`config.mk`:
```
export PLATFORM = sky130hd
export DESIGN_NAME = prio_encoder_83
export DESIGN_NICKNAME = d
export VERILOG_FILES = /design/src/rtl/enc_pkg.sv /design/src/rtl/prio_pick.sv /design/src/rtl/prio_encoder_83.sv
export SDC_FILE = /design/constraint.sdc
export NUM_CORES = 1
export LEC_CHECK = 0
export ABC_AREA = 0
export ABC_CLOCK_PERIOD_IN_PS = 4100
export BUFFER_PORTS_ARGS = -buffer_cell sky130_fd_sc_hd__buf_2
export CAP_MARGIN = 20
export CORE_ASPECT_RATIO = 2
export CORE_MARGIN = 2
export CORE_UTILIZATION = 40
export DETAILED_ROUTE_END_ITERATION = 10
export GPL_TIMING_DRIVEN = 0
export PLACE_DENSITY = 0.7
export SYNTH_ARGS = -nofsm -noshare
export SYNTH_HDL_FRONTEND = slang
export SYNTH_HIERARCHICAL = 1
export SYNTH_SLANG_ARGS = --single-unit
```
`constraint.sdc`:
```
create_clock -name clk -period 4.1 [get_ports clk]
set_clock_uncertainty 0.2 [all_clocks]
set_input_delay 0.41 -clock clk [delete_from_list [all_inputs] [get_ports clk]]
set_output_delay 0.41 -clock clk [all_outputs]
set_load 0.02 [all_outputs]
```
`src/rtl/enc_pkg.sv`:
```
`default_nettype none
// ============================================================================
//  Module      : enc_pkg
//  Description : Shared constants and helpers for the registered 8-to-3
//                priority encoder.
//  Revision    : 1.0  initial release
// ============================================================================
package enc_pkg;

    localparam int               N_REQ          = 8;
    localparam int               IDX_W          = 3;
    localparam logic [IDX_W-1:0] A_N_IDLE       = 3'b111;
    localparam logic [IDX_W-1:0] RST_LAST_GRANT = 3'd0;

    // One-hot mask for a request index, used to clear a served pending bit.
    function automatic logic [N_REQ-1:0] onehot(input logic [IDX_W-1:0] idx);
        logic [N_REQ-1:0] v_mask;
        v_mask      = '0;
        v_mask[idx] = 1'b1;
        return v_mask;
    endfunction

endpackage : enc_pkg
`default_nettype wire

```
`src/rtl/prio_pick.sv`:
```
`default_nettype none
// ============================================================================
//  Module      : prio_pick
//  Description : Combinational request picker. Fixed mode returns the highest
//                set index; rotating mode searches downward from start,
//                wrapping modulo N_REQ.
//  Revision    : 1.0  initial release
// ============================================================================
module prio_pick
    import enc_pkg::*;
(
    input  logic [N_REQ-1:0] vec,
    input  logic [IDX_W-1:0] start,
    input  logic             rr_en,
    output logic [IDX_W-1:0] idx,
    output logic             any
);

    logic [IDX_W-1:0] w_pos;
    logic             w_found;

    // Walk the candidates in priority order and keep the first set bit.
    always_comb begin
        idx     = '0;
        w_found = 1'b0;
        w_pos   = '0;
        for (int i = 0; i < N_REQ; i++) begin
            w_pos = rr_en ? IDX_W'(start - IDX_W'(i)) : IDX_W'(N_REQ - 1 - i);
            if (!w_found && vec[w_pos]) begin
                idx     = w_pos;
                w_found = 1'b1;
            end
        end
        any = w_found;
    end

endmodule : prio_pick
`default_nettype wire

```
`src/rtl/prio_encoder_83.sv`:
```
`default_nettype none
// ============================================================================
//  Module      : prio_encoder_83
//  Description : Registered 8-to-3 priority encoder with sticky request
//                capture, valid/ready output and 74x148-style status pins.
//  Revision    : 1.0  initial release
// ============================================================================
module prio_encoder_83
    import enc_pkg::*;
#(
    parameter bit ROUND_ROBIN = 1'b0
) (
    input  logic             clk,
    input  logic             rst,
    input  logic             EI_n,
    input  logic [N_REQ-1:0] I_n,
    input  logic             code_ready,
    output logic [IDX_W-1:0] code,
    output logic             code_valid,
    output logic [IDX_W-1:0] A_n,
    output logic             GS_n,
    output logic             EO_n,
    output logic [N_REQ-1:0] pending
);

    logic [N_REQ-1:0] r_pending;
    logic [IDX_W-1:0] r_code;
    logic             r_code_valid;
    logic [IDX_W-1:0] r_a_n;
    logic             r_gs_n;
    logic             r_eo_n;
    logic [IDX_W-1:0] r_last_grant;

    logic [N_REQ-1:0] w_new_req;
    logic [N_REQ-1:0] w_clr;
    logic [N_REQ-1:0] w_cand;
    logic [N_REQ-1:0] w_pending_next;
    logic [IDX_W-1:0] w_start;
    logic [IDX_W-1:0] w_pick;
    logic             w_any;
    logic             w_load;
    logic [IDX_W-1:0] w_code_next;
    logic             w_valid_next;

    // Request capture and clear of the accepted index; a re-asserted line wins
    // over its own clear but is kept out of this cycle's candidates.
    always_comb begin
        w_new_req      = ~I_n & {N_REQ{~EI_n}};
        w_clr          = (r_code_valid && code_ready) ? onehot(r_code) : '0;
        w_cand         = r_pending & ~w_clr;
        w_pending_next = w_cand | w_new_req;
        w_start        = r_last_grant - 3'd1;
    end

    prio_pick u_pick (
        .vec   (w_cand),
        .start (w_start),
        .rr_en (ROUND_ROBIN),
        .idx   (w_pick),
        .any   (w_any)
    );

    // Output register next state: load when free, drop valid when accepted
    // with nothing left, otherwise hold (code is never changed under stall).
    always_comb begin
        w_load       = (!r_code_valid || code_ready) && w_any;
        w_code_next  = r_code;
        w_valid_next = r_code_valid;
        if (w_load) begin
            w_code_next  = w_pick;
            w_valid_next = 1'b1;
        end else if (code_ready) begin
            w_valid_next = 1'b0;
        end
    end

    // State registers; reset overrides everything including an open handshake.
    always_ff @(posedge clk) begin
        if (rst) begin
            r_pending    <= '0;
            r_code       <= '0;
            r_code_valid <= 1'b0;
            r_a_n        <= A_N_IDLE;
            r_gs_n       <= 1'b1;
            r_eo_n       <= 1'b1;
            r_last_grant <= RST_LAST_GRANT;
        end else begin
            r_pending    <= w_pending_next;
            r_code       <= w_code_next;
            r_code_valid <= w_valid_next;
            r_a_n        <= w_valid_next ? ~w_code_next : A_N_IDLE;
            r_gs_n       <= ~w_valid_next;
            r_eo_n       <= ~(~EI_n && (w_pending_next == '0) && !w_valid_next);
            if (w_load) begin
                r_last_grant <= w_pick;
            end
        end
    end

    assign code       = r_code;
    assign code_valid = r_code_valid;
    assign A_n        = r_a_n;
    assign GS_n       = r_gs_n;
    assign EO_n       = r_eo_n;
    assign pending    = r_pending;

endmodule : prio_encoder_83
`default_nettype wire
```
# Word level (Yosys, flattened, before mapping)
# Cells that the tools add are included.
[op_classes]
n_reduce_logical = 24
bitwise_logic = 9
muxes = 22
magnitude_cmp = 2
[op_table]
columns = ["cell", "n"]
rows = [
  ["$mux 3", 9],
  ["$and 8x8->8", 2],
  ["$not 8->8", 2],
  ["$logic_and 1x1->1", 12],
  ["$mux 1", 11],
  ["$logic_not 1->1", 9],
  ["$logic_not 8->1", 1],
  ["$mux 8", 1],
  ["$or 8x8->8", 1],
  ["$lt 3x4->1 const B", 1],
  ["$demux 1 s3", 1],
  ["$ge 3x1->1 const B", 1],
  ["$not 1->1", 3],
  ["$not 3->3", 1],
  ["$reduce_or 2->1", 1],
  ["$logic_or 1x1->1", 1],
]
[word_totals]
register_bits = 17
output_inout_bits = 17
input_bits = 12
elab_cells = 63

# Depth between registers and ports, before layout
[logic_depth]
word_depth = 34
ltp_mapped = 17
ltp_nobuf = 16

# Hierarchy
# Netlist, hierarchy kept.
[modules_own_cells]
columns = ["module", "seq_area_each_um2", "area_each_um2", "cells_per_inst", "instances"]
rows = [
  ["prio_pick", 0.0, 1006.0, 146, 1],
  ["prio_encoder_83", 400.4, 819.5, 97, 1],
]

# Least setup slack after synthesis
# OpenSTA, ideal clock, no wires.
[synth_timing]
path_kind = "flip-flop to flip-flop"
start = "register r_code_valid, in the netlist code_valid"
end = "register r_eo_n, in the netlist EO_n"
setup_time_ns = 0.134
n_path_buf = 0
path_slack_ns = 0.761
t_arrival_ns = 3.005
stages_incl_launch_ff = 13
t_required_ns = 3.766
synth_period_minus_slack_ns = 3.339
cell_sequence = "dfxtp_1 -> nand3_1 -> o21ai_0 -> inv_1 -> mux4_2 -> mux2i_4 -> nand2_2 -> nor4b_4 -> and2b_1 -> nand3_1 -> nor2_1 -> nand3_1 -> or4_1"
[synth_between]
elab_chain_cells = 31
word_cells_on_any_way = 37
cone_classes = "mux (11); bitwise (4); reduce/logical (22)"
[synth_lines]
columns = ["item", "line_no", "source"]
rows = [
  ["from (decl)", "prio_encoder_83.sv:28", "logic r_code_valid;"],
  ["from (signal assigned)", "prio_encoder_83.sv:90", "r_code_valid <= w_valid_next;"],
  ["$logic_and 1x1->1 *", "prio_encoder_83.sv:49", "w_clr = (r_code_valid && code_ready) ? onehot(r_code) : '0;"],
  ["$mux 8 *", "prio_encoder_83.sv:49", ""],
  ["$not 8->8 *", "prio_encoder_83.sv:50", "w_cand = r_pending & ~w_clr;"],
  ["$and 8x8->8 *", "prio_encoder_83.sv:50", ""],
  ["named net w_cand[7]", "prio_encoder_83.sv:36", "logic [N_REQ-1:0] w_cand;"],
  ["$mux 1 *", "prio_pick.sv:29", "if (!w_found && vec[w_pos]) begin"],
  ["$logic_not 1->1", "prio_pick.sv:29", ""],
  ["$logic_and 1x1->1", "prio_pick.sv:29", ""],
  ["[17 not listed]", "-", ""],
  ["$logic_and 1x1->1", "prio_pick.sv:29", ""],
  ["$mux 1 *", "prio_pick.sv:29", ""],
  ["named net w_any", "prio_encoder_83.sv:40", "logic w_any;"],
  ["$logic_and 1x1->1 *", "prio_encoder_83.sv:66", "w_load = (!r_code_valid || code_ready) && w_any;"],
  ["$mux 1 *", "prio_encoder_83.sv:69", "if (w_load) begin"],
  ["$logic_not 1->1 *", "prio_encoder_83.sv:93", "r_eo_n <= ~(~EI_n && (w_pending_next == '0) && !w_valid_next);"],
  ["$logic_and 1x1->1 *", "prio_encoder_83.sv:93", ""],
  ["$not 1->1 *", "prio_encoder_83.sv:93", ""],
  ["to (signal assigned)", "prio_encoder_83.sv:93", ""],
  ["to (decl)", "prio_encoder_83.sv:31", "logic r_eo_n;"],
]
# Mark *: on every way through the listed nets, which the timed path passes. The rest lies on a longest branch.
# A chain may end at the register's enable or synchronous reset.

==> results.sh <==
export IMPL_clockBufferDepth=2
export IMPL_setup_ws_ps=283.4
export IMPL_hold_buffers=0
export IMPL_start_util=0.4166
export IMPL_clk_latency_ps=260
export IMPL_antenna_found_initial=0
export IMPL_ys_types=58
export IMPL_synth_fa_ha_area_frac=0.02056
export IMPL_place_congestion=0.9659
export IMPL_slew_headroom=0.5056
export IMPL_worst_pin_slew_ps=732.3
export IMPL_synth_flop_cell="dfxtp_1"
export IMPL_fin_tns_setup_ps=0
export IMPL_port_buffers=28
export IMPL_fin_crit_sh=0.9309
export IMPL_die_w_um=51.77
export IMPL_clk_pin_slew_ps=70
export IMPL_core_um2=4382
export IMPL_final_nets=293
export IMPL_cts_repair_resized=0
export IMPL_wl_met1_um=1862
export IMPL_endpoint_kind="flop"
export IMPL_num_rows=34
export IMPL_cp_slowest_stage_delay_ps=540
export IMPL_grt_total_usage=0.2197
export IMPL_yosysSeqAreaShare=0.2193
export IMPL_wl_um=5396
export IMPL_drcViolationCount=0
export IMPL_maxCapViolCount=0
export IMPL_drive_gt1_frac=0.2310
export IMPL_ir_drop_mv=0.4977
export IMPL_via_per_inst=5.819
export IMPL_root_buffer="clkbuf_8"
export IMPL_cp_required_ps=4030
export IMPL_antenna_cells=0
export IMPL_netlist_instances=243
export IMPL_worstPathMaxFanout=10
export IMPL_grt_first_pass_wirelength_um=8569
export IMPL_rsz0062_at_grt="no"
export IMPL_firstDrtPassIters=5
export IMPL_avgSynthCellArea_um2=7.512
export IMPL_p_leak_nw=0.9946
export IMPL_numCtsBuffers=3
export IMPL_htree_levels=1
export IMPL_die_height_um=99.54
export IMPL_synth_xor_area_share=0.01919
export IMPL_dp_slack_ps=193.0
export IMPL_yosys_register_bits=20
export IMPL_postSynth_asyncResetShare=0
export IMPL_pin_count=29
export IMPL_cts_tree="yes"
export IMPL_p_switching_w=0.0008177
export IMPL_status="complete, no violations"
export IMPL_syn2layout_area_growth_pct=15.15
export IMPL_reg2reg_depth=13
export IMPL_path_cells="inv_1 -> ha_1 -> xor2_1 -> buf_2 -> a32oi_1 -> a31oi_2 -> nand2_2 -> nor4b_4 -> and2b_1 -> nand3_1 -> nor2_1 -> nand3_1 -> or4_1"
export IMPL_synth_simple_area_share=0.2844
export IMPL_wl_per_cell_um=16.30
export IMPL_synth_edff_count=0
export IMPL_synth_mux_area_frac=0.1391
export IMPL_drt_iter0_drc=63
export IMPL_postRouteAntennaNets=0
export IMPL_grt_max_degree=12
export IMPL_final_seq_area_um2=400.4
export IMPL_clock_fmax_ghz=0.2620
export IMPL_critPathArrivalTime_ps=3750
export IMPL_power_share_switching=0.5057
export IMPL_dieArea_um2=5153
export IMPL_intPower_w=0.0007992
export IMPL_multi_input_area_um2=1306
export IMPL_syn_area_um2=1826
export IMPL_combPwrFrac=0.738
export IMPL_yosys_warnings=6
export IMPL_synth_top_family_by_area="simple AND/OR/NAND/NOR gates"
export IMPL_highest_layer="met4"
export IMPL_seqPwrFrac=0.169
export IMPL_clock_sinks=20
export IMPL_path_class="reg -> reg"
export IMPL_postCtsSetupRepairBufs=0
export IMPL_dp_hpwl_um=4248
export IMPL_setup_viol_count_final=0
export IMPL_hold_class="in -> reg"
export IMPL_met3WireLength_um=201
export IMPL_num_fill_cells=453
export IMPL_powerDensity_nw_per_um2=769.2
export IMPL_p_clk_frac=0.093
export IMPL_critPathLaunchType="flop"
export IMPL_min_path_cells=2
export IMPL_finalHoldViolCount=0
export IMPL_min_period_ps=3817
export IMPL_cp_common_cell="nand3_1"
export IMPL_slowest_stage="or4_1"
export IMPL_grt_ovfl_total=0
export IMPL_grt_pass1_vias=1825
export IMPL_synth_compound_area_frac=0.2426
export IMPL_wl_met2_um=2998
export IMPL_drv_slew=0
export IMPL_vias=1926
==> worst max-delay path: cells and delay by family, from the launching register on <==
kind | cells | cell delay (ps)
AOI/OAI and AO/OA | 2 | 550
xor gates and xnor gates | 1 | 410
adders and majority gates | 1 | 210
buffers and inverters | 2 | 390
DFF | 1 | 330
and+or+nand+nor | 7 | 1600
==> synth_stat cells (all sizes together), types with 2 or more instances <==
master	number	area share
and2b	3	0.014
or2	7	0.024
o2bb2ai	2	0.0096
clkbuf	5	0.010
nor2	14	0.029
nor2b	6	0.021
a32oi	2	0.0096
a31oi	6	0.021
o21ai	18	0.049
nand3b	2	0.015
a21o	2	0.0082
a221oi	3	0.014
dfxtp	20	0.22
a21oi	23	0.063
ha	3	0.021
mux2i	14	0.084
nand2b	8	0.032
mux2	7	0.043
or3	2	0.0069
nand3	10	0.027
inv	17	0.035
o22ai	3	0.014
nand2	31	0.065
xor2	3	0.014
a211oi	2	0.0082
buf	7	0.027
==> cells by family (layout without fill, tap and decap cells) <==
logic type                 Yosys count  count (layout)
DFF                                 20              20
xor gates and xnor gates             4               4
adders and majority gates            3               3
AOI/OAI and AO/OA                   71              71
other                                1               3
muxes                               22              22
buffers and inverters               29              61
and+or+nand+nor                     93              93
==> registers in the layout (all words and copies together), names as in the netlist <==
register      flops
GS_n              1
r_last_grant      3
code_valid        1
pending           8
code              3
EO_n              1
A_n               3
==> worst paths after layout <==
check               endpoint  slack [ps]             from
min reg2reg  r_last_grant[0]         260  r_last_grant[0]
min               pending[7]         200              rst
max reg2reg             EO_n         280  r_last_grant[0]
max                     EO_n         280  r_last_grant[0]
==> cell type report <==
cell class	count	area share
inverters	17	0.03036
well taps	54	0.03214
flip-flops and latches	20	0.1905
multi-input cells	196	0.6214
plain buffers	12	0.03274
repair buffers	28	0.06667
clock buffers	4	0.02619
==> cells in the final DEF (no fill, tap or decap), drive strengths merged, types with 8 or more instances in the layout <==
cell    instances
a21oi          23
buf            35
clkbuf          9
mux2i          14
inv            17
nor2           14
nand3          10
o21ai          18
nand2b          8
nand2          31
dfxtp          20
==> through the flow <==
| stage | hold slack (ps) | util | power, W | area [µm²] | std cells |
|---|---|---|---|---|---|
| after floorplan | 236.3 | - | 0.001183 | 1833 | 245 |
| after global placement | 251.3 | 0.4657 | 0.001403 | 2041 | 327 |
| after detailed placement | 255.9 | 0.4657 | 0.001413 | 2041 | 327 |
| after CTS | 199.3 | 0.4783 | 0.001564 | 2096 | 331 |
| after global routing | 212.7 | 0.4797 | 0.001754 | 2102 | 331 |
| final | 201.3 | 0.4797 | 0.001617 | 2102 | 331 |
==> power groups by stage <==
| stage | clock (W) | sequential, W | combinational (W) |
|---|---|---|---|
| after floorplan | 0 | 0.000311 | 0.000872 |
| after global placement | 0 | 0.000278 | 0.00112 |
| after detailed placement | 0 | 0.000278 | 0.00113 |
| after CTS | 0.000152 | 0.000273 | 0.00114 |
| after global routing | 0.000161 | 0.000279 | 0.00131 |
| final | 0.000150 | 0.000274 | 0.00119 |
==> per-layer routing <==
layer  vias up  global-route usage
met1       880              0.2190
met5         -                   0
met2        84              0.4063
li1        937                   -
met4         0              0.1518
met3        25             0.01652
Note: power is estimated with default switching activity, not from simulation.
